$ cat config.mk
export PLATFORM = sky130hd
export DESIGN_NAME = memory_round_engine
export DESIGN_NICKNAME = d
export VERILOG_FILES = /design/src/rtl/memory_round_engine.sv
export SDC_FILE = /design/constraint.sdc
export NUM_CORES = 1
export LEC_CHECK = 0
export BUFFER_PORTS_ARGS = -buffer_cell sky130_fd_sc_hd__buf_2
export CORE_MARGIN = 2
export CORE_UTILIZATION = 55
export CTS_CLUSTER_SIZE = 10
export DETAILED_ROUTE_END_ITERATION = 8
export PLACE_DENSITY_LB_ADDON = 0.08
export SLEW_MARGIN = 15
export SYNTH_ARGS = -nofsm -noshare
export SYNTH_HDL_FRONTEND = slang
export SYNTH_SLANG_ARGS = --single-unit
$ cat constraint.sdc
create_clock -name clk -period 6.5 [get_ports clk]
set_clock_uncertainty 0.1 [all_clocks]
set_input_delay 0.325 -clock clk [delete_from_list [all_inputs] [get_ports clk]]
set_output_delay 0.325 -clock clk [all_outputs]
set_load 0.1 [all_outputs]
$ cat src/rtl/memory_round_engine.sv
// memory_round_engine: one Memory Matrix round (show, hide, guess until win or mistake limit).
// Optional guess-phase time limit enabled by defining ROUND_TIMEOUT_EN.
module memory_round_engine #(
    parameter int SHOW_CYCLES    = 50000000,
    parameter int MAX_MISTAKES   = 3,
    parameter int TIMEOUT_CYCLES = 500000000
) (
    input  logic       clk,
    input  logic       reset,
    input  logic [7:0] board,
    input  logic       start,
    input  logic       guess_valid,
    input  logic [2:0] guess_idx,
    output logic [7:0] display,
    output logic [7:0] found,
    output logic [2:0] mistakes,
    output logic       busy,
    output logic       won,
    output logic       lost,
    output logic       timed_out
);
    typedef enum logic [2:0] {IDLE, SHOW, INPUT, WIN, LOSE} state_t;

    localparam logic [25:0] SHOW_LOAD = 26'(SHOW_CYCLES - 1);
    localparam logic [2:0]  MAX_M     = 3'(MAX_MISTAKES);

    if (SHOW_CYCLES < 1 || SHOW_CYCLES > 2**26 - 1 || MAX_MISTAKES < 1 || MAX_MISTAKES > 7 ||
        TIMEOUT_CYCLES < 1 || TIMEOUT_CYCLES > 2**30 - 1) begin : g_bad_param
        $error("memory_round_engine: parameter out of legal range");
    end

    state_t      state_q, state_d;
    logic [7:0]  target_q, target_d;
    logic [7:0]  found_q, found_d;
    logic [2:0]  mistakes_q, mistakes_d;
    logic [25:0] cnt_q, cnt_d;
    logic [7:0]  display_q, display_d;
    logic        busy_q, busy_d;
    logic        won_q, won_d;
    logic        lost_q, lost_d;
    logic        hit;
`ifdef ROUND_TIMEOUT_EN
    localparam logic [29:0] TO_LOAD = 30'(TIMEOUT_CYCLES - 1);
    logic [29:0] timer_q, timer_d;
    logic        timed_out_q, timed_out_d;
`endif

    assign hit = target_q[guess_idx];

    always_comb begin
        state_d    = state_q;
        target_d   = target_q;
        found_d    = found_q;
        mistakes_d = mistakes_q;
        cnt_d      = cnt_q;
`ifdef ROUND_TIMEOUT_EN
        timer_d     = timer_q;
        timed_out_d = timed_out_q;
`endif
        unique case (state_q)
            IDLE, WIN, LOSE: begin
                if (start && board != 8'd0) begin
                    state_d    = SHOW;
                    target_d   = board;
                    found_d    = 8'd0;
                    mistakes_d = 3'd0;
                    cnt_d      = SHOW_LOAD;
`ifdef ROUND_TIMEOUT_EN
                    timed_out_d = 1'b0;
`endif
                end
            end
            SHOW: begin
                if (cnt_q == 26'd0) begin
                    state_d = INPUT;
`ifdef ROUND_TIMEOUT_EN
                    timer_d = TO_LOAD;
`endif
                end else begin
                    cnt_d = cnt_q - 26'd1;
                end
            end
            INPUT: begin
                if (guess_valid) begin
                    if (hit) found_d = found_q | (8'd1 << guess_idx);
                    else if (mistakes_q != MAX_M) mistakes_d = mistakes_q + 3'd1;
                end
`ifdef ROUND_TIMEOUT_EN
                timer_d = timer_q - 30'd1;
`endif
                // Win beats a same-cycle final mistake, which beats timer expiry.
                if (guess_valid && hit && found_d == target_q) begin
                    state_d = WIN;
                end else if (guess_valid && !hit && mistakes_d == MAX_M) begin
                    state_d = LOSE;
`ifdef ROUND_TIMEOUT_EN
                end else if (timer_q == 30'd0) begin
                    state_d     = LOSE;
                    timed_out_d = 1'b1;
`endif
                end
            end
            default: state_d = IDLE;
        endcase
        display_d = (state_d == INPUT) ? found_d : (state_d == IDLE) ? 8'd0 : target_d;
        busy_d    = (state_d == SHOW) || (state_d == INPUT);
        won_d     = (state_d == WIN);
        lost_d    = (state_d == LOSE);
    end

    always_ff @(posedge clk) begin
        if (!reset) begin
            state_q    <= IDLE;
            target_q   <= 8'd0;
            found_q    <= 8'd0;
            mistakes_q <= 3'd0;
            cnt_q      <= 26'd0;
            display_q  <= 8'd0;
            busy_q     <= 1'b0;
            won_q      <= 1'b0;
            lost_q     <= 1'b0;
        end else begin
            state_q    <= state_d;
            target_q   <= target_d;
            found_q    <= found_d;
            mistakes_q <= mistakes_d;
            cnt_q      <= cnt_d;
            display_q  <= display_d;
            busy_q     <= busy_d;
            won_q      <= won_d;
            lost_q     <= lost_d;
        end
    end

`ifdef ROUND_TIMEOUT_EN
    always_ff @(posedge clk) begin
        if (!reset) begin
            timer_q     <= 30'd0;
            timed_out_q <= 1'b0;
        end else begin
            timer_q     <= timer_d;
            timed_out_q <= timed_out_d;
        end
    end

    assign timed_out = timed_out_q;
`else
    assign timed_out = 1'b0;
`endif

    assign display  = display_q;
    assign found    = found_q;
    assign mistakes = mistakes_q;
    assign busy     = busy_q;
    assign won      = won_q;
    assign lost     = lost_q;
endmodule

==> metrics <==
top flip-flop cell by instance count after synthesis=sky130_fd_sc_hd__dfxtp_1; vias per cell=between 6 and 7; maximum achievable frequency=~320 MHz; share of synthesized area occupied by flip-flops and latches=0.3690; main combinational cell family by area after synthesis=simple AND/OR/NAND/NOR gates; fraction of the mapped netlist area in compound gates=0.2064; xor/xnor share of the synthesized area=0.005473; CTS Sinks=about 60; number of core rows=27; mux share of post-synthesis cell area=0.05942; outcome=finished clean; power dissipated by switching net loads=0.2835 mW; Fin. Hold Viols=0; Data required, critical path=about 6.6 ns; Net Sw Frac=0.3012; minimum clock period=3.169 ns; Final period util=0.4876; Bufs on Longest Clock Path=2; count of flip-flops with a built-in enable after synthesis=0; total overflow reported by the global router=0; FF+latch area=1181 um2; Critical Path, Cell by Cell=nor4_1, nand3b_1, or4_4, a21oi_4, nor4_1, mux2_4; per-cell routed wire length=around 16 um; core box area=5574 um2; total I/O pin count=38; Final setup violation count=0; simple-gate area share of the yosys netlist=0.2897; total DRC errors in the routed layout=0; multi-input logic area=1842 um2; worst-case headroom to the max-slew limit=0.3881; Int Pwr=0.6576 mW; CTS tree=done; overall die area=around 6400 um2; Layout Utilization=0.6415; synth warn=0; via count of the first global-routing pass=2615; total wirelength of the detailed-routed design=7.799 mm; horizontal die dimension=80.29 um; share of synthesized registers carrying an async set or reset=0; cell with the biggest individual delay on the critical path=sky130_fd_sc_hd__a21oi_4; insertion delay to the later sink of the worst-skew pair=0.34 ns; setup repair after global routing missed its margin=false; number of H-tree levels=3; Slew @ Worst Pin=between 0.9 and 1 ns; aggregate negative setup slack=0 ns; number of antenna violations at the first check in global routing=0; number of fill cells=513; Post-CTS Resized=0; Avg Cell Area, Syn=8.445 um2; Finished Cell Area=3576 um2; clock share of power=0.400; number of distinct library cells after synthesis=65; summed instance area of the synthesized netlist=~3200 um2; Initial Util=0.5742; slowest cell delay on critical path=0.75 ns; type of the worst min-delay path=primary input to register; largest net degree at the start of global routing=42; cells after synthesis=approximately 380; Hold Crit Start=board[1]; count of nets left with antenna violations after detail routing=0; clock slew at the register clock pins of the worst setup and hold paths=around 0.070 ns; nets=422; type of the worst setup path=register to register; post-place instance area=3344 um2; count of TritonRoute iterations in the first routing pass=4; arithmetic-cell share of the synthesized area counting full adders, half adders and majority gates=0.01173; leakage dissipation=approximately 1.3 nW; die height=80.29 um; start point of the critical path=cnt_q[9]$_SDFFE_PN0P_; fin. max-slew vios=0; I/O Buffers=36; cell repeated most along the worst path=sky130_fd_sc_hd__nor4_1; Pwr per Cell Area=263.2 nW/um2; critical path capture point type=register; register share of total power=0.426; routed via count=2968; worst-path maximum fanout=41; share of final-layout standard cells stronger than drive strength 1=0.1663; max-cap check violation count=0; VDD IR max=around 180 uV; Logic pwr share=0.174; CTS Hold Bufs=0; Arrival @ worst endpoint=3.30 ns; root cell of the clock tree=sky130_fd_sc_hd__clkbuf_8; Synth Register Bits=59; total clock buffers created by CTS=9; area growth from synthesis to layout=11.73%; first-pass GRT wire length=12.72 mm; detailed router's first-iteration violation count=178; buffer count from post-CTS setup fixing=0; routability congestion estimate from global placement=0.8905; type of origin of the critical path=register; Global Route Usage Sum=0.2577; half-perimeter wire length after detailed placement=5.514 mm; worst reg2reg path startpoint=cnt_q[9]$_SDFFE_PN0P_; Post-Synthesis Net Count=roughly 400; number of antenna repair diodes=0
[flip-flops by register name, summed over array words and instances, names as in the netlist]
name	flops
target_q	8
state_q	3
found	8
won	1
lost	1
mistakes	3
cnt_q	26
display	8
busy	1
[critical path: cells and delay by family, from the launching register on]
kind            cells  cell delay (ns)
flops               1             0.35
mux                 1             0.33
compound gates      1             0.75
simple gates        4             1.53
[per-layer routing]
metal | wire length [um] | global-route usage | vias up
li1 | - | - | 1478
met1 | 3740 | 0.3628 | 1401
met2 | 3384 | 0.3800 | 78
met3 | 548 | 0.06404 | 11
met4 | 126 | 0.09322 | 0
met5 | 0 | 0 | -
[cell families after synthesis]
family          count (synthesis)
fa+ha+maj                       3
mux                            16
buf+inv                        35
other cells                     1
xor+xnor                        2
compound gates                100
simple gates                  163
flops                          59
[path summary, 6_finish.rpt]
kind / to / slack [ns] / depth (start not counted)
max: cnt_q[18]$_SDFFE_PN0P_ / 3.33 / 6
min: target_q[1]$_SDFF_PN0_ / 0.15 / 3
max reg2reg: cnt_q[18]$_SDFFE_PN0P_ / 3.33 / 6
min reg2reg: cnt_q[8]$_SDFFE_PN0P_ / 0.38 / 2
[Yosys cell counts (3+ instances only)]
cell type	instances	area [um2]
sky130_fd_sc_hd__a211oi_1	11	82.58
sky130_fd_sc_hd__a21oi_1	28	140.1
sky130_fd_sc_hd__a311oi_1	3	26.28
sky130_fd_sc_hd__a31oi_1	15	93.84
sky130_fd_sc_hd__buf_2	3	15.01
sky130_fd_sc_hd__clkbuf_1	15	56.30
sky130_fd_sc_hd__dfxtp_1	59	1181
sky130_fd_sc_hd__ha_1	3	37.54
sky130_fd_sc_hd__inv_1	9	33.78
sky130_fd_sc_hd__mux2_1	8	90.09
sky130_fd_sc_hd__mux2i_1	4	40.04
sky130_fd_sc_hd__nand2_1	41	153.9
sky130_fd_sc_hd__nand2b_1	10	62.56
sky130_fd_sc_hd__nand3_1	11	55.05
sky130_fd_sc_hd__nand4_1	6	37.54
sky130_fd_sc_hd__nand4b_1	4	35.03
sky130_fd_sc_hd__nor2_1	15	56.30
sky130_fd_sc_hd__nor2b_1	12	75.07
sky130_fd_sc_hd__nor3_1	12	60.06
sky130_fd_sc_hd__nor4_1	4	25.02
sky130_fd_sc_hd__nor4_2	3	37.54
sky130_fd_sc_hd__o21a_1	3	22.52
sky130_fd_sc_hd__o21ai_1	11	55.05
sky130_fd_sc_hd__o31ai_1	11	82.58
sky130_fd_sc_hd__o41ai_1	3	26.28
sky130_fd_sc_hd__or3_1	15	93.84
sky130_fd_sc_hd__or4_1	13	97.59
[cell usage in the layout (no fill, tap or decap), types with 3 or more instances in the layout]
master / synthesis / final
sky130_fd_sc_hd__o21a_1: 3 / 3
sky130_fd_sc_hd__nand4_1: 6 / 6
sky130_fd_sc_hd__mux2i_1: 4 / 4
sky130_fd_sc_hd__nand4b_1: 4 / 4
sky130_fd_sc_hd__nor3_1: 12 / 12
sky130_fd_sc_hd__a21oi_1: 28 / 28
sky130_fd_sc_hd__buf_2: 3 / 36
sky130_fd_sc_hd__o41ai_1: 3 / 3
sky130_fd_sc_hd__o31ai_1: 11 / 11
sky130_fd_sc_hd__or4_1: 13 / 13
sky130_fd_sc_hd__a311oi_1: 3 / 3
sky130_fd_sc_hd__o21ai_1: 11 / 11
sky130_fd_sc_hd__nand2b_1: 10 / 10
sky130_fd_sc_hd__nand2_1: 41 / 41
sky130_fd_sc_hd__ha_1: 3 / 3
sky130_fd_sc_hd__nor4_2: 3 / 3
sky130_fd_sc_hd__mux2_1: 8 / 8
sky130_fd_sc_hd__a211oi_1: 11 / 10
sky130_fd_sc_hd__nand3_1: 11 / 11
sky130_fd_sc_hd__or3_1: 15 / 15
sky130_fd_sc_hd__nor4_1: 4 / 4
sky130_fd_sc_hd__dfxtp_1: 59 / 59
sky130_fd_sc_hd__a31oi_1: 15 / 15
sky130_fd_sc_hd__clkbuf_8: 0 / 10
sky130_fd_sc_hd__inv_1: 9 / 9
sky130_fd_sc_hd__nor2b_1: 12 / 12
sky130_fd_sc_hd__nor2_1: 15 / 15
[stage by stage]
step	setup WS [ns]	power, mW	hold slack, ns	std cells
floorplan	3.532	0.5412	0.3460	379
global placement	3.442	0.5666	0.3559	465
detailed placement	3.346	0.5701	0.3632	465
CTS	3.342	0.9473	0.1364	481
global route	3.140	0.9819	0.1457	481
finish	3.331	0.9411	0.1497	481
[power groups by stage]
| stage | Sequential, mW | Combinational [mW] | Clock, mW |
|---|---|---|---|
| finish | 0.401 | 0.163 | 0.377 |
| global route | 0.404 | 0.180 | 0.399 |
| CTS | 0.400 | 0.162 | 0.385 |
| detailed placement | 0.408 | 0.162 | 0 |
| global placement | 0.408 | 0.159 | 0 |
| floorplan | 0.423 | 0.118 | 0 |
[layout make-up]
type	count	share of cell area
multi-input combinational	285	0.5150
sequential	59	0.3303
timing repair buffer	38	0.05458
clock buffer	10	0.03849
tap	72	0.02519
clock inverter	6	0.02484
inverter	11	0.01155
No activity file was read; power rests on OpenSTA's default activity.
